--- src/rtl/fp_normalize_stage.sv ---
`default_nettype none
// ============================================================================
// Module  : fp_normalize_stage
// Brief   : Two-stage normalize/pack of a raw FP add result into IEEE-754 single
// Rev     : 1.0  initial release
// ============================================================================
module fp_normalize_stage (
  input  logic        clk,
  input  logic        rst,
  input  logic        in_valid,
  output logic        in_ready,
  input  logic        in_sign,
  input  logic [7:0]  in_exp,
  input  logic [24:0] in_mant,
  output logic        out_valid,
  input  logic        out_ready,
  output logic [31:0] out_result,
  output logic        out_overflow,
  output logic        out_zero,
  output logic [15:0] ovf_count
);

  logic        s1_valid;
  logic        s1_sign;
  logic [7:0]  s1_exp;
  logic [24:0] s1_mant;
  logic [4:0]  s1_lz;
  logic        s1_carry;
  logic        s2_valid;
  logic        adv1;
  logic        adv2;
  logic [23:0] shifted;
  logic [31:0] nxt_result;
  logic        nxt_ovf;
  logic        nxt_zero;

  function automatic logic [4:0] count_lz(input logic [23:0] m);
    logic [4:0] n;
    logic       found;
    n     = 5'd24;
    found = 1'b0;
    for (int i = 23; i >= 0; i--) begin
      if (!found && m[i]) begin
        n     = 5'(23 - i);
        found = 1'b1;
      end
    end
    return n;
  endfunction

  assign adv2      = !s2_valid || out_ready;
  assign adv1      = !s1_valid || adv2;
  assign in_ready  = adv1;
  assign out_valid = s2_valid;

  always_ff @(posedge clk or posedge rst) begin
    if (rst) begin
      s1_valid <= 1'b0;
      s1_sign  <= 1'b0;
      s1_exp   <= 8'd0;
      s1_mant  <= 25'd0;
      s1_lz    <= 5'd0;
      s1_carry <= 1'b0;
    end else if (adv1) begin
      s1_valid <= in_valid;
      if (in_valid) begin
        s1_sign  <= in_sign;
        s1_exp   <= in_exp;
        s1_mant  <= in_mant;
        s1_lz    <= count_lz(in_mant[23:0]);
        s1_carry <= in_mant[24];
      end
    end
  end

  // Priority: zero, carry (with overflow), already normal, shift, underflow.
  always_comb begin
    shifted    = s1_mant[23:0] << s1_lz;
    nxt_result = 32'd0;
    nxt_ovf    = 1'b0;
    nxt_zero   = 1'b0;
    if (s1_mant == 25'd0) begin
      nxt_zero = 1'b1;
    end else if (s1_carry) begin
      if (s1_exp >= 8'd254) begin
        nxt_result = {s1_sign, 8'hFF, 23'd0};
        nxt_ovf    = 1'b1;
      end else begin
        nxt_result = {s1_sign, s1_exp + 8'd1, s1_mant[23:1]};
      end
    end else if (s1_lz == 5'd0) begin
      nxt_result = {s1_sign, s1_exp, s1_mant[22:0]};
    end else if (s1_exp > {3'd0, s1_lz}) begin
      nxt_result = {s1_sign, s1_exp - {3'd0, s1_lz}, shifted[22:0]};
    end else begin
      nxt_zero = 1'b1;
    end
  end

  always_ff @(posedge clk or posedge rst) begin
    if (rst) begin
      s2_valid     <= 1'b0;
      out_result   <= 32'd0;
      out_overflow <= 1'b0;
      out_zero     <= 1'b0;
    end else if (adv2) begin
      s2_valid <= s1_valid;
      if (s1_valid) begin
        out_result   <= nxt_result;
        out_overflow <= nxt_ovf;
        out_zero     <= nxt_zero;
      end
    end
  end

  always_ff @(posedge clk or posedge rst) begin
    if (rst) begin
      ovf_count <= 16'd0;
    end else if (out_valid && out_ready && out_overflow && (ovf_count != 16'hFFFF)) begin
      ovf_count <= ovf_count + 16'd1;
    end
  end

endmodule
`default_nettype wire

--- config.mk ---
export PLATFORM = sky130hd
export DESIGN_NAME = fp_normalize_stage
export DESIGN_NICKNAME = d
export VERILOG_FILES = /design/src/rtl/fp_normalize_stage.sv
export SDC_FILE = /design/constraint.sdc
export NUM_CORES = 1
export LEC_CHECK = 0
export CAP_MARGIN = 20
export CORE_UTILIZATION = 45
export CTS_BUF_LIST = sky130_fd_sc_hd__clkbuf_8
export DETAILED_ROUTE_END_ITERATION = 12
export GPL_TIMING_DRIVEN = 0
export PLACE_DENSITY = 0.82
export SYNTH_ARGS = -nofsm -noshare
export SYNTH_HDL_FRONTEND = slang
export SYNTH_SLANG_ARGS = --single-unit
--- constraint.sdc ---
create_clock -name clk -period 2.45 [get_ports clk]
set_input_delay 0.245 -clock clk [delete_from_list [all_inputs] [get_ports clk]]
set_output_delay 0.245 -clock clk [all_outputs]
set_load 0.03 [all_outputs]
; Yosys cells after proc, flatten, opt, wreduce, memory -nomap -nowiden
; Cells that the tools add are included.
[totals]
ram_bits = 0
ff_bits = 92
mem_count = 0
romBits = 0
latchBits = 0
input_bits = 38
[classes]
magnitude_cmp = 2
eq_ne = 1
n_shift = 1
div = 0
reduce_logical = 57
bitwise_logic = 0
multipliers = 0
mux = 105
addsub = 3
[ops]
columns = op, count
row1 = $mux 32, 4
row2 = $mux 5, 24
row3 = $mux 1, 76
row4 = $mux 31, 1
row5 = $logic_and 1x1->1, 26
row6 = $logic_not 1->1, 25
row7 = $logic_not 25->1, 1
row8 = $shl 24x5->23, 1
row9 = $add 16x1->16 const B, 1
row10 = $ne 16x16->1 const B, 1
row11 = $add 8x1->8 const B, 1
row12 = $ge 8x8->1 const B, 1
row13 = $gt 8x5->1, 1
row14 = $sub 8x5->8, 1
row15 = $logic_not 5->1, 1
row16 = $reduce_and 2->1, 2
row17 = $logic_or 1x1->1, 2

; Depth between registers and ports, before layout
[depth]
depth_word = 117
depth_mapped = 11
ltp_nobuf = 9

; Worst setup path before layout
; OpenSTA, ideal clock, no wires.
[synth_path]
path_kind = reg-to-reg
startpoint = reg s1_lz[2]
endpoint = reg out_result[29]
slack_ns = -0.060
path_stages_with_launch = 11
t_arrival_ns = 2.389
period_less_slack_ns = 2.510
required_ns = 2.328
path_cell_list = dfrtp_1 > buf_4 > buf_2 > buf_4 > inv_4 > ha_1 > a21o_1 > a21oi_1 > o2111a_1 > or3b_2 > a32o_1
[synth_between]
elab_chain_len = 5
elab_cells_between_ends = 7
classes_between = 1 x add/sub / 1 x order compare / 4 x mux / 1 x reduce/logical
[synth_lines]
columns = item, line_no
row1 = from (decl), 27  ; logic [4:0] s1_lz;
row2 = from (signal assigned), 70  ; s1_lz <= count_lz(in_mant[23:0]);
row3 = $sub 8x5->8 or $gt 8x5->1 (tied branches), "94, 93"
row4 = $mux 32, 93  ; end else if (s1_exp > {3'd0, s1_lz}) begin
row5 = $mux 32 (*), 91  ; end else if (s1_lz == 5'd0) begin
row6 = $mux 32 (*), 84  ; end else if (s1_carry) begin
row7 = $mux 32 (*), 82  ; if (s1_mant == 25'd0) begin
row8 = to (signal assigned), 109  ; out_result <= nxt_result;
row9 = to (decl), 17  ; output logic [31:0] out_result,
; Every way passes the cells marked *; elsewhere a longest branch is shown, timed or not.
; A chain may end at the register's enable or synchronous reset.

; Worst setup path after layout
; Same ends and word-level chain as after synthesis.

==> results.cfg <==
[worst_setup_path]
cp_slowest_cell = or3b_2
end_kind = flop
r2r_end = out_result[29]$_DFFE_PP0P_
cp_num_buf_inv = 2
worstPathRequired_ns = 2.74
path_cells = buf_8, inv_6, ha_4, a21o_1, a21oi_1, o2111a_1, or3b_2, a32o_1
critPathMaxFanout = 28
rr_startpoint = s1_lz[2]$_DFFE_PP0P_
cp_top_family = compound AO/OA/AOI/OAI gates
cp_slowest_stage_delay_ns = 0.44
crit_arrival_ns = 2.69
rr_worst_depth = 8
start_kind = flop
rrSetupSlack_ns = 0.06
cp.depth = 8
criticalPathCategory = reg2reg

[yosys]
ys_types = 72
synth_edf_count = 0
synth.top_cell.area_share_pct = 37.1
syn_avg_cell_area_sq_um = 10.0
synthFlopType = dfrtp_1
yosys.area.top_type = dfrtp_1
synth_area_sq_um = 6130
ys_seq_elements = 91
synth_common_cells = dfrtp_1 (91), nand2_1 (48), nor2_1 (39)
synthArstFlopShare_pct = 100
yosysMostFrequentCell = dfrtp_1
ys.warnings.count = 0
synth-seq-area-share_pct = 37.1
synth_fp_nets = 659
netlist_top_cells_area = dfrtp_1 (37%), mux4_2 (6.6%), mux2_2 (5.3%), mux2i_1 (3.1%), nand2_1 (2.9%)
syn_inst = 612

[detailed_routing]
drcViolationCount = 0
vias = 5800
drt_iter0_markers = 428
drtAntennaViolNets = 0
vias_per_cell = 6.48
wl_per_cell_microns = 22.6
drtPass1Iterations = 5
routed_wl_mm = 20.2

[clocking]
clock-sinks = 91
cts_buffer_depth = 2
numCtsBuffers = 9
clk_pin_slew_worst_paths_ns = 0.11
clock-root-buffer = clkbuf_8
clock_latency_ns = 0.40
htree_num_levels = 3
cts_tree = built
hold_buffers = 0

[finish]
drive_gt1_share_pct = 17.0
fin_util_pct = 57.3
fillers = 1137
nNetsFinal = 762
multi_input_area_sq_um = 3650
synthToLayoutAreaGrowth_pct = 24.3
regArea_sq_um = 2280
diodes = 0

[global_route]
grt_use_met2_pct = 47.1
busiest_layer = met2
grt_max_degree = 43
grt_usage_pct = 29.7
grt_pass1_vias = 5690
grt_first_pass_wirelength_mm = 32.0
antenna_found_initial = 0
overflow = 0
grtUsageMet3_pct = 6.18
grt_use_met1_pct = 40.5

[floorplan]
coreArea_sq_um = 13300
start_util_pct = 46.1
pin_count = 90
die_h_microns = 119
die_width_microns = 119
rows = 42
dieArea_sq_um = 14100

[place]
port_buffers = 89
place.gp.congestion = 0.958
place_ws_ns = -0.682
hpwl_mm = 15.1

[power_and_ir_drop]
swShare_pct = 41.4
total_power_mw = 5.65
peakVddDrop_mv = 0.484
p_int_mw = 3.31
p_leak_nw = 3.09
switching_power_mw = 2.34
power_density_nw_per_um2 = 741
p_clk_share_pct = 17.5
p_seq_share_pct = 37.0
power_frac_comb_pct = 45.5

[timing]
post-route-min-period_ns = 2.39
fin_ws_ns = 0.0580
fmax_ghz = 0.418
worst_pin_slew_ns = 0.696
fin_crit_sh_pct = 97.6
tns_ns = 0
drv_slew = 0
finalHoldViolations = 0
setup_viol = 0
clock-skew-final_ns = 0.0233
hold-worst-slack_ns = 0.264
rsz0062_at_grt = no
slew_headroom_pct = 53.2

[job]
max-cap-violations = 0

[run_status]
status = finished, final reports clean

[hold_path]
worstHoldPathType = in2async
## registers in the layout (all words and copies together), names as in the netlist
signal	flops
out_zero	1
ovf_count	16
s1_lz	5
out_valid	1
out_result	32
out_overflow	1
s1_valid	1
s1_exp	8
s1_sign	1
s1_mant	25
## area by class of cell
| cell class | instances | share of cell area (%) |
|---|---|---|
| timing repair buffer | 95 | 12.7 |
| clock inverter | 6 | 0.739 |
| buffer | 40 | 3.27 |
| inverter | 15 | 0.968 |
| multi-input combinational | 463 | 47.9 |
| sequential | 91 | 29.9 |
| clock buffer | 9 | 1.63 |
| tap | 176 | 2.89 |
## logic make-up after synthesis
family | Yosys count | synth area share [%]
multiplexers | 74 | 18.1
buffers and inverters | 58 | 4.71
flip-flops | 91 | 37.1
AO/OA/AOI/OAI | 176 | 19.7
adder cells (fa/ha/maj) | 9 | 1.96
XOR/XNOR | 21 | 3.00
AND/OR/NAND/NOR | 183 | 15.4
## cell usage in the layout (no fill, tap or decap), drive strengths merged, types with 8 or more instances in the layout
cell            n
dfrtp          91
clkdlybuf4s50  89
nand2          48
nor2           40
o21ai          38
a21oi          33
mux2           31
clkbuf         28
buf            27
mux4           24
nand3          23
nor3           20
mux2i          19
inv            17
a221oi         14
a21o           11
xor2           11
xnor2          10
o31ai          10
a31oi           9
a22oi           8
ha              8
## per-stage QoR
step	instances	instance area, sq um
6_report	895	7620
5_1_grt	895	7620
4_1_cts	895	7570
3_5_place_dp	879	7310
3_3_place_gp	877	7260
2_1_floorplan	612	6150
## worst register-to-register path: cells and delay by family (launching register included)
kind | cells | cell delay [ns]
AO/OA/AOI/OAI | 4 | 0.83
AND/OR/NAND/NOR | 1 | 0.44
flip-flops | 1 | 0.37
buffers and inverters | 2 | 0.34
adder cells (fa/ha/maj) | 1 | 0.31
## layer usage
layer,wire length (microns),vias up,part of all wire (%)
met4,533,0,2.6
met5,0,-,0
met2,9540,284,47
met1,8640,2898,43
met3,1530,53,7.5
li1,-,2565,-
## repair_timing
action / CTS / global route
hold endpoints to repair: 0 / 0
pin swaps: 2 / 4
setup buffers: 3 / 1
resized for setup: 19 / 16
endpoints found under the setup margin: 31 / 26
## power by group through the flow
| stage | Sequential (mW) | Combinational (mW) | Clock, mW |
|---|---|---|---|
| global placement | 2.08 | 2.43 | 0 |
| CTS | 2.06 | 2.52 | 1.01 |
| floorplan | 2.34 | 1.29 | 0 |
| global route | 2.12 | 2.74 | 1.06 |
| detailed placement | 2.10 | 2.47 | 0 |
| finish | 2.09 | 2.57 | 0.990 |
## worst max path at each step
| stage | start | endpoint | slack [ns] |
|---|---|---|---|
| floorplan | s1_lz[2]$_DFFE_PP0P_ | out_result[29]$_DFFE_PP0P_ | 0.06 |
| finish | s1_lz[2]$_DFFE_PP0P_ | out_result[29]$_DFFE_PP0P_ | 0.06 |
| global placement | s1_lz[4]$_DFFE_PP0P_ | out_result[19]$_DFFE_PP0P_ | -0.72 |
| CTS | s1_exp[0]$_DFFE_PP0P_ | out_result[29]$_DFFE_PP0P_ | 0.003 |
| detailed placement | s1_lz[4]$_DFFE_PP0P_ | out_result[16]$_DFFE_PP0P_ | -0.68 |
| global route | s1_lz[3]$_DFFE_PP0P_ | out_result[6]$_DFFE_PP0P_ | 0.002 |
(Power assumes the default switching activity.)
